### src/rtl/adc_scan_controller.sv
// adc_scan_controller: SPI frame engine for a serial multi-channel ADC.
// Sends the control word on DIN, captures DOUT and presents {channel, data} on a valid/ready port.
module adc_scan_controller #(
    parameter int FRAME_BITS  = 16,
    parameter int DATA_BITS   = 12,
    parameter int ADDR_BITS   = 3,
    parameter int NUM_CH      = 8,
    parameter int IDLE_CYCLES = 1
) (
    input  logic                 SCLK,
    input  logic                 resetN,
    input  logic                 enable,
    input  logic                 scanMode,
    input  logic [ADDR_BITS-1:0] chanSel,
    input  logic [NUM_CH-1:0]    chanMask,
    input  logic                 rangeSel,
    input  logic                 codingSel,
    input  logic                 DOUT,
    output logic                 CSN,
    output logic                 DIN,
    output logic [DATA_BITS-1:0] resultData,
    output logic [ADDR_BITS-1:0] resultChan,
    output logic                 resultValid,
    input  logic                 resultReady,
    output logic                 overrun,
    output logic                 busy
);
    localparam int CW = 9 + ADDR_BITS;
    localparam int BW = $clog2(FRAME_BITS);
    localparam int GW = IDLE_CYCLES > 1 ? $clog2(IDLE_CYCLES) : 1;

    typedef enum logic [1:0] {IDLE, FRAME, GAP} state_t;

    state_t                state, state_nx;
    logic [BW-1:0]         bit_cnt;
    logic [GW-1:0]         gap_cnt;
    logic [FRAME_BITS-1:0] ctrl, ctrl_word;
    logic [FRAME_BITS-3:0] shift;
    logic [FRAME_BITS-2:0] word;
    logic [ADDR_BITS-1:0]  addr, addr_nx, scan_lo, scan_up;
    logic                  found_up, primed, frame_end, gap_end, entry;

    always_comb begin
        frame_end = state == FRAME && bit_cnt == BW'(FRAME_BITS - 1);
        gap_end   = state == GAP && gap_cnt == GW'(IDLE_CYCLES - 1);
        entry     = enable && (state == IDLE || gap_end);
        state_nx  = entry ? FRAME : frame_end ? GAP : gap_end ? IDLE : state;
        busy      = state != IDLE;
        word      = {shift, DOUT};
        scan_lo   = '0;
        scan_up   = '0;
        found_up  = 1'b0;
        // Descending walk leaves the lowest set bit overall and the lowest set bit above addr.
        for (int i = NUM_CH - 1; i >= 0; i--) begin
            if (chanMask[i]) scan_lo = ADDR_BITS'(i);
            if (chanMask[i] && i > int'(addr)) begin
                scan_up  = ADDR_BITS'(i);
                found_up = 1'b1;
            end
        end
        addr_nx   = (!scanMode || chanMask == '0) ? chanSel :
                    (state == IDLE || !found_up) ? scan_lo : scan_up;
        ctrl_word = FRAME_BITS'({3'b100, addr_nx, 4'b1100, rangeSel, codingSel}) << (FRAME_BITS - CW);
    end

    always_ff @(posedge SCLK) begin
        if (!resetN) begin
            state       <= IDLE;
            CSN         <= 1'b1;
            DIN         <= 1'b0;
            resultData  <= '0;
            resultChan  <= '0;
            resultValid <= 1'b0;
            overrun     <= 1'b0;
            bit_cnt     <= '0;
            gap_cnt     <= '0;
            primed      <= 1'b0;
            ctrl        <= '0;
            shift       <= '0;
            addr        <= '0;
        end else begin
            state <= state_nx;
            if (entry) begin
                CSN     <= 1'b0;
                bit_cnt <= '0;
                DIN     <= ctrl_word[FRAME_BITS-1];
                ctrl    <= ctrl_word << 1;
                addr    <= addr_nx;
                if (state == IDLE) primed <= 1'b0;
            end else if (state == FRAME) begin
                shift   <= {shift[FRAME_BITS-4:0], DOUT};
                DIN     <= frame_end ? 1'b0 : ctrl[FRAME_BITS-1];
                ctrl    <= ctrl << 1;
                bit_cnt <= bit_cnt + 1'b1;
                if (frame_end) begin
                    CSN     <= 1'b1;
                    gap_cnt <= '0;
                    primed  <= 1'b1;
                end
            end else if (state == GAP) begin
                gap_cnt <= gap_cnt + 1'b1;
            end
            // A load on the same edge as an accept keeps valid high and is not an overrun.
            if (frame_end && primed) begin
                resultChan  <= word[FRAME_BITS-2 -: ADDR_BITS];
                resultData  <= word[FRAME_BITS-2-ADDR_BITS -: DATA_BITS];
                resultValid <= 1'b1;
                overrun     <= overrun | (resultValid & ~resultReady);
            end else begin
                if (resultValid && resultReady) resultValid <= 1'b0;
                if (gap_end && !enable) overrun <= 1'b0;
            end
        end
    end
endmodule

### config.mk
export PLATFORM = sky130hd
export DESIGN_NAME = adc_scan_controller
export DESIGN_NICKNAME = d
export VERILOG_FILES = /design/src/rtl/adc_scan_controller.sv
export SDC_FILE = /design/constraint.sdc
export NUM_CORES = 1
export LEC_CHECK = 0
export CORE_AREA = 5 5 76 85
export DETAILED_ROUTE_END_ITERATION = 10
export DIE_AREA = 0 0 81 90
export GPL_ROUTABILITY_DRIVEN = 0
export GPL_TIMING_DRIVEN = 1
export PLACE_DENSITY = 0.72
export SLEW_MARGIN = 20
export SYNTH_ARGS = -nofsm -noshare
export SYNTH_HDL_FRONTEND = slang
export SYNTH_SLANG_ARGS = --single-unit
### constraint.sdc
create_clock -name SCLK -period 2.1 [get_ports SCLK]
set_clock_uncertainty 0.1 [all_clocks]
set_input_delay 0.42 -clock SCLK [delete_from_list [all_inputs] [get_ports SCLK]]
set_output_delay 0.42 -clock SCLK [all_outputs]
set_load 0.01 [all_outputs]
* After elaboration in Yosys (flattened, before gate mapping)
Cells that the tools add are included.
** Storage, ports and cells
- Logic and storage cells :: 113
- Input port bits :: 19
- Flip-flop bits (word level) :: 55
** Operators by class
- Mux-type cells :: 44
- $lt $le $gt $ge :: 7
- Equal/unequal tests :: 5
- Add/sub/neg operators :: 2
- Reduce and logical (&&, ||, !) cells :: 34
- Bitwise logic cells :: 6
** Operators by type and width (count)
- 3-bit two-way mux :: 17
- 14-bit two-way mux :: 2
- 1-bit two-way mux :: 23
- 2-bit nonzero test :: 7
- 1-bit logical AND :: 13
- 3-bit greater-than comparator (first input constant) :: 4
- 8-bit zero test :: 1
- 2-bit by 3-bit greater-than comparator with 1-bit output (first input constant) :: 2
- 3-bit AND reduction :: 2
- 4-bit by 1-bit adder with 4-bit output (second input constant) :: 1
- 4-bit == test (second input constant) :: 1
- 2-bit two-way mux :: 2
- 1-bit inverter :: 4
- 2-bit AND reduction :: 2
- 1-bit by 3-bit greater-than comparator with 1-bit output (first input constant) :: 1
- 1-bit zero test :: 3
- 1-bit logical OR :: 3
- 3-bit nonzero test :: 1
- 2-bit by 1-bit == test with 1-bit output (second input constant) :: 1
- 2-bit == test (second input constant) :: 1
- 2-bit zero test :: 1
- 2-bit by 1-bit inequality test with 1-bit output (second input constant) :: 1
- 2-bit inequality test (second input constant) :: 1
- 2-bit OR reduction :: 1
- 3 further kinds :: 3

* Logic depth before layout (Yosys ltp)
Gate-level depths: netlist of run 1.
- Depth in word-level cells :: 14
- Gate-level depth with buffers :: 7
- Gate-level depth less buffers :: 6

* Worst setup path before layout of run 1
No wires, ideal clock.
- Path type :: register to register
- Start :: register addr[1]
- End :: register addr[0]
- Path slack :: 258 ps
- Arrival :: 1668 ps
- Setup time :: 74 ps
- Cell stages (with the launch flop) :: 8
- Path buffers :: 1
- Clock period less this slack :: 1842 ps
- Cell sequence :: dfxtp_1 buf_6 or3b_1 a32oi_1 o22ai_1 and3_1 or3_1 a31oi_1
** On the way
- Cells in the longest elaborated chain, start to end :: 13
- Elaborated cells between the ends (all ways) :: 32
- Those cells by class :: order compare (7); mux (16); reduce/logical (9)
** RTL lines
- start: declaration :: RTL line 40 : logic [ADDR_BITS-1:0] addr, addr_nx, scan_lo, scan_up;
- start signal: assignment :: RTL line 88 : addr <= addr_nx;
- 3-bit greater-than comparator :: RTL line 56 : if (chanMask[i] && i > int'(addr)) begin
- 1-bit logical AND :: RTL line 56
- 1-bit two-way mux (7 in series) :: RTL line 56
- 1-bit zero test :: RTL line 62 : (state == IDLE || !found_up) ? scan_lo : scan_up;
- 1-bit logical OR :: RTL line 62
- 3-bit two-way mux (*) :: RTL line 62
- 3-bit two-way mux (*) :: RTL line 61 : addr_nx = (!scanMode || chanMask == '0) ? chanSel :
Mark *: on every way between the ends. The rest lies on a longest branch, timed or not.
A chain may end at the register's enable or synchronous reset.

* Worst setup path after layout of run 1
- Start :: input chanMask[3]
- End :: register ctrl[11]
** On the way
- Cells in the longest elaborated chain, start to end :: 9
- Elaborated cells between the ends (all ways) :: 18
- Those cells by class :: mux (13); reduce/logical (5)
** RTL lines
- start: declaration :: RTL line 15 : input logic [NUM_CH-1:0] chanMask,
- 1-bit logical AND :: RTL line 56
- 1-bit two-way mux (3 in series) :: RTL line 56
- 1-bit zero test :: RTL line 62
- 1-bit logical OR :: RTL line 62
- 3-bit two-way mux :: RTL line 62
- 3-bit two-way mux (*) :: RTL line 61
- 14-bit two-way mux (*) :: RTL line 83 : if (entry) begin
- end signal: assignment :: RTL line 87 : ctrl <= ctrl_word << 1;
- end signal: assignment :: RTL line 93 : ctrl <= ctrl << 1;
- end: declaration :: RTL line 37 : logic [FRAME_BITS-1:0] ctrl, ctrl_word;
Marks and branches as above.

==> metrics.csv, run 1 <==
metric,value,unit
synthesized cell area,0.00241,mm²
io pins,39,
Residual DRC,0,
Post-Syn Nets,323,
Num CTS Buffers,5,
final setup violating endpoints,0,
syn_area_per_cell,7.96,µm²
met1 Use GR,17.5,%
Most used DFF post-synth,dfxtp_1,
Max Cap Violations,0,
Worst Tran Pin Value,0.410,ns
Die W,81,µm
final cycle utilization of the critical path,97.8,%
total negative slack,0,ns
Port-buffer cells,38,
DRT iter0 DRCs,95,
WP data required,2.24,ns
"Core Util, Final",55.7,%
Slew HR,72.0,%
Pwr Density,632,mW/mm²
first-pass GRT wire length,9.18,mm
first-pass detailed-route iteration total,4,
Wirelength per Cell,12.2,µm
number of synthesized flops with an enable pin,0,
Sequential Power Share,55.5,%
CTS Sinks,55,
row count,29,
post-route cell area,0.00311,mm²
CP cell instances,"clkdlybuf4s50_1, buf_4, nor2_1, or3_1, nand3_1, a211oi_1, or3_4, a31oi_1",
"CTS clk-pin slew, worst paths",0.09,ns
Sw Pwr,0.503,mW
"commonest non-fill, non-tap cell in the layout",nand2_1,
CP peak stage delay,0.50,ns
"commonest cells after routing, fill and taps aside","nand2_1, dfxtp_1, a21boi_0",
Mapped Cells,303,
Int Pwr,1.47,mW
part of the power in the clock network,31.5,%
Final min period,2.05,ns
synth warn,0,
"slowest stage cell, crit path",clkdlybuf4s50_1,
ant diodes,0,
vias after detailed routing,2174,
Chip Height,90,µm
vias per std cell,5.08,
met3 Use GR,3.10,%
Max Freq,487,MHz
P&R area growth vs syn,29.0,%
initial antenna violation count,0,
HP Class,reg2reg,
core area,0.00559,mm²
max-slew violations,0,
DP Area,0.00296,mm²
total power,1.97,mW
IR Drop Worst-Case VDD,271,µV
met2 global-route usage,26.6,%
fin nets,370,
worst path arrival time,2.19,ns
GRT Residual Overflow,0,
Routed Antenna Nets,0,
largest net degree at the start of global routing,37,
final hold vios,0,
async set-or-reset flop fraction in the synthesized netlist,0,%
Critical Path Sink Type,flip-flop,
type of origin of the critical path,input pin,
CTS tree,done,
placed insts,420,
fin cells,428,
leakage dissipation,1.14,nW
CTS root buf,clkbuf_8,
CTS Hold Bufs,0,
share of layout cells above drive strength 1,10.8,%
synthesized flop and latch total,55,
outcome,"finished, final reports clean",
Max clock buf depth,2,
sw frac,25.5,%
"Seq/Total Area, Yosys",45.6,%
Post-DP HPWL,3.78,mm
H-tree Lvls,2,
Gate power share,13.0,%
Initial Util,43.2,%
GRT Overall Usage,15.3,%
CP Max Fanout,4,
CP Class,in2reg,
vias in the first global route,2099,
post-synthesis cell type count,42,
Routed WL,5.22,mm
Die Area,0.00729,mm²
Worst-Skew Late Latency,0.31,ns
GR peak layer,met2,
-- power by group through the flow --
stage	registers, mW	logic [mW]	clock network [mW]
final	1.09	0.256	0.620
after global placement	1.11	0.241	0
after floorplan	1.10	0.145	0
after global routing	1.10	0.287	0.675
after CTS	1.09	0.246	0.638
after detailed placement	1.12	0.242	0
-- state kept, by name (all words and copies together) (netlist names), 2 cells and up --
signal,count
resultChan,3
bit_cnt,4
addr,3
state,2
ctrl,11
shift,14
resultData,12
-- cell usage after synthesis, types with 3 or more instances --
| cell type | instances | share of area [%] |
|---|---|---|
| nand3_1 | 8 | 1.7 |
| nor2b_1 | 4 | 1.0 |
| nor2_1 | 14 | 2.2 |
| inv_1 | 8 | 1.2 |
| clkbuf_1 | 13 | 2.0 |
| a21oi_1 | 13 | 2.7 |
| a31oi_1 | 5 | 1.3 |
| dfxtp_1 | 55 | 46 |
| nand2_1 | 88 | 14 |
| o21ai_0 | 10 | 2.1 |
| a21boi_0 | 37 | 12 |
| nor3_1 | 3 | 0.62 |
| nand2b_1 | 5 | 1.3 |
-- logic make-up after synthesis --
logic type                 count (synthesis)  share of synthesized area [%]
AOI/OAI and AO/OA                         82                           23.2
xor gates and xnor gates                   3                           1.09
adders and majority gates                  1                          0.519
buffers and inverters                     24                           4.15
DFF                                       55                           45.6
and+or+nand+nor                          138                           25.4
-- critical path, delay by kind of cell --
kind,cells,cell delay [ns]
AOI/OAI and AO/OA,2,0.24
buffers and inverters,2,0.63
and+or+nand+nor,4,0.90
-- cell type report --
class | count | area, µm²
Multi-Input combinational cell | 224 | 1260
Timing Repair Buffer | 56 | 523
Inverter | 8 | 30.0
Sequential cell | 55 | 1100
Clock inverter | 2 | 16.3
Clock buffer | 6 | 82.6
Tap cell | 77 | 96.3
Fill cell | 552 | 2470
-- per-layer routing --
metal | vias up | part of all wire [%] | wire, µm
met2 | 51 | 49 | 2530
met1 | 987 | 44 | 2280
li1 | 1120 | - | -
met4 | 0 | 2.8 | 148
met5 | - | 0 | 0
met3 | 16 | 4.9 | 254
-- final timing paths --
path,start,end,slack (ns),cells after the start
setup reg to reg,addr[1],ctrl[11],0.11,6
hold / removal,ctrl[14],ctrl[15],0.36,2
setup / recovery,chanMask[3],ctrl[11],0.05,8
hold reg to reg,ctrl[14],ctrl[15],0.36,2
-- what timing repair did --
item / in CTS / in global routing
setup buffers: 0 / 0
endpoints found under the setup margin: 2 / 6
pin swaps: 0 / 5
gates resized for setup: 2 / 13
-- stage by stage --
stage / worst slack, ns / hold slack (ns)
after floorplan: 0.258 / 0.332
after global placement: -0.266 / 0.340
after detailed placement: -0.348 / 0.342
after CTS: 0.00348 / 0.363
after global routing: -0.0142 / 0.383
final: 0.0463 / 0.360
Power figures use the tool's default switching activity.
==> inputs of run 2 (changes only) <==
--- a/config.mk
+++ b/config.mk
@@ -5,12 +5,14 @@
 export SDC_FILE = /design/constraint.sdc
 export NUM_CORES = 1
 export LEC_CHECK = 0
-export CORE_AREA = 5 5 76 85
+export CELL_PAD_IN_SITES_DETAIL_PLACEMENT = 0
+export CELL_PAD_IN_SITES_GLOBAL_PLACEMENT = 1
+export CORE_AREA = 5 5 81 91
 export DETAILED_ROUTE_END_ITERATION = 10
-export DIE_AREA = 0 0 81 90
+export DIE_AREA = 0 0 86 96
 export GPL_ROUTABILITY_DRIVEN = 0
 export GPL_TIMING_DRIVEN = 1
-export PLACE_DENSITY = 0.72
+export PLACE_DENSITY = 0.82
 export SLEW_MARGIN = 20
 export SYNTH_ARGS = -nofsm -noshare
 export SYNTH_HDL_FRONTEND = slang
==> metrics.csv, run 2 (synthesis results as in run 1) <==
metric,value,unit
CTS root buf,clkbuf_8,
Chip Height,96,µm
max-slew violations,0,
CP Class,in2reg,
first-pass GRT wire length,9.14,mm
HP Start,ctrl[7],
"commonest non-fill, non-tap cell in the layout",nand2_1,
Residual DRC,0,
io pins,39,
final worst setup slack,0.0631,ns
Routed Antenna Nets,0,
Pwr Density,629,mW/mm²
Port-buffer cells,38,
CP peak stage delay,0.44,ns
Worst-Skew Late Latency,0.31,ns
"CTS clk-pin slew, worst paths",0.10,ns
WP data required,2.24,ns
met2 global-route usage,25.3,%
DRT iter0 DRCs,58,
Max Cap Violations,0,
core area,0.00640,mm²
largest net degree at the start of global routing,31,
"slowest stage cell, crit path",clkdlybuf4s50_1,
Wirelength per Cell,12.2,µm
hold depth,2,
Initial Util,37.7,%
total negative slack,0,ns
CTS Hold Bufs,0,
Max Freq,491,MHz
GR peak layer,met2,
max reg flops,14,
Reg area,0.00110,mm²
CP cell instances,"clkdlybuf4s50_1, buf_6, o21bai_4, and4_4, a31oi_2, and3_1, or3_4, a31oi_1",
Die W,86,µm
Critical Path Sink Type,flip-flop,
worst r2r path cells,6,
ant diodes,0,
CTS Sinks,55,
Die Area,0.00826,mm²
Post-DP HPWL,3.92,mm
initial antenna violation count,0,
met1 Use GR,15.1,%
HP Class,reg2reg,
vias after detailed routing,2176,
Worst Tran Pin Value,0.443,ns
worst path arrival time,2.18,ns
share of layout cells above drive strength 1,11.6,%
final hold vios,0,
final setup violating endpoints,0,
Num CTS Buffers,5,
type of origin of the critical path,input pin,
IR Drop Worst-Case VDD,255,µV
GRT Residual Overflow,0,
RSZ-0062 raised after global routing,no,
fin nets,372,
P&R area growth vs syn,30.2,%
sum of buffers and inverters on the critical path,2,
leakage dissipation,1.14,nW
Final min period,2.04,ns
R2R setup slack,0.12,ns
final cycle utilization of the critical path,97.0,%
area occupied by multi-input gates,0.00127,mm²
row count,31,
Critical R2R Launch,addr[2],
CP Max Fanout,4,
outcome,"finished, final reports clean",
pre-CTS WS,-0.333,ns
Biggest register,shift,
"commonest cells after routing, fill and taps aside","nand2_1, dfxtp_1, a21boi_0",
Routed WL,5.31,mm
GRT Overall Usage,13.6,%
first-pass detailed-route iteration total,4,
Filler cells,655,
met3 Use GR,2.91,%
Slew HR,69.7,%
Hold Path End,ctrl[7],
Top delay family on crit path,simple AND/OR/NAND/NOR gates,
Regs by FF count,"shift: 14 flops, resultData: 12 flops, ctrl: 11 flops",
Worst R2R End,addr[0],
vias in the first global route,2095,
vias per std cell,5.00,
CTS tree,done,
Max clock buf depth,2,
H-tree Lvls,2,
## run 2: cell count changes in the layout (fill, tap and decap cells not counted), sizes merged
cell / change
buf: +2
clkdlybuf4s50: +1
dlymetal6s2s: -1
## run 2: area by class of cell
type / instances / share of cell area [%]
multi-input combinational: 224 / 40.3
sequential: 55 / 35.2
timing repair buffer: 58 / 17.2
tap: 82 / 3.27
clock buffer: 6 / 2.63
inverter: 8 / 0.956
clock inverter: 2 / 0.518
## run 2: worst register-to-register path, stage by stage, from the launching register on
cell and delay [ns]:
dfxtp_1 0.56, o21bai_4 0.21, and4_4 0.24, a31oi_2 0.11
and3_1 0.17, or3_4 0.36, a31oi_1 0.16
## run 2: per-layer routing
layer  up-vias  part of all wire, %  routed length [µm]
met5         -                    0                   0
met4         0                  1.9                 100
met3         9                  4.8                 254
met2        45                   50                2640
met1       993                   44                2310
li1       1129                    -                   -
## run 2: worst max-delay path by stage
stage                            from       to  cells after the start
after floorplan               addr[1]  addr[0]                      7
after global placement    chanMask[7]  addr[0]                      7
after detailed placement  chanMask[5]  addr[0]                      8
after CTS                    state[0]     busy                      3
after global routing      chanMask[5]  addr[0]                      8
final                     chanMask[5]  addr[0]                      8
## run 2: metrics by stage
stage / cell area, µm² / utilization (%) / hold slack, ns / power (mW) / std cells
floorplan: 2410 / - / 0.332 / 1.25 / 303
global placement: 2980 / 46.5 / 0.339 / 1.36 / 427
detailed placement: 2980 / 46.5 / 0.348 / 1.36 / 427
CTS: 3080 / 48.1 / 0.363 / 1.98 / 435
global route: 3140 / 49.1 / 0.384 / 2.07 / 435
finish: 3140 / 49.1 / 0.360 / 1.98 / 435
## run 2: report_power, final
part           total (mW)  internal (mW)  switching, mW
combinational       0.258          0.133          0.125
sequential           1.09           1.07         0.0270
clock               0.624          0.270          0.354
## run 2: repair_timing
| action | in CTS | in global routing |
|---|---|---|
| resized for setup | 1 | 15 |
| setup endpoints to repair | 1 | 5 |
| buffers inserted | 0 | 0 |
| cloned | 0 | 0 |
| pin swaps | 0 | 4 |
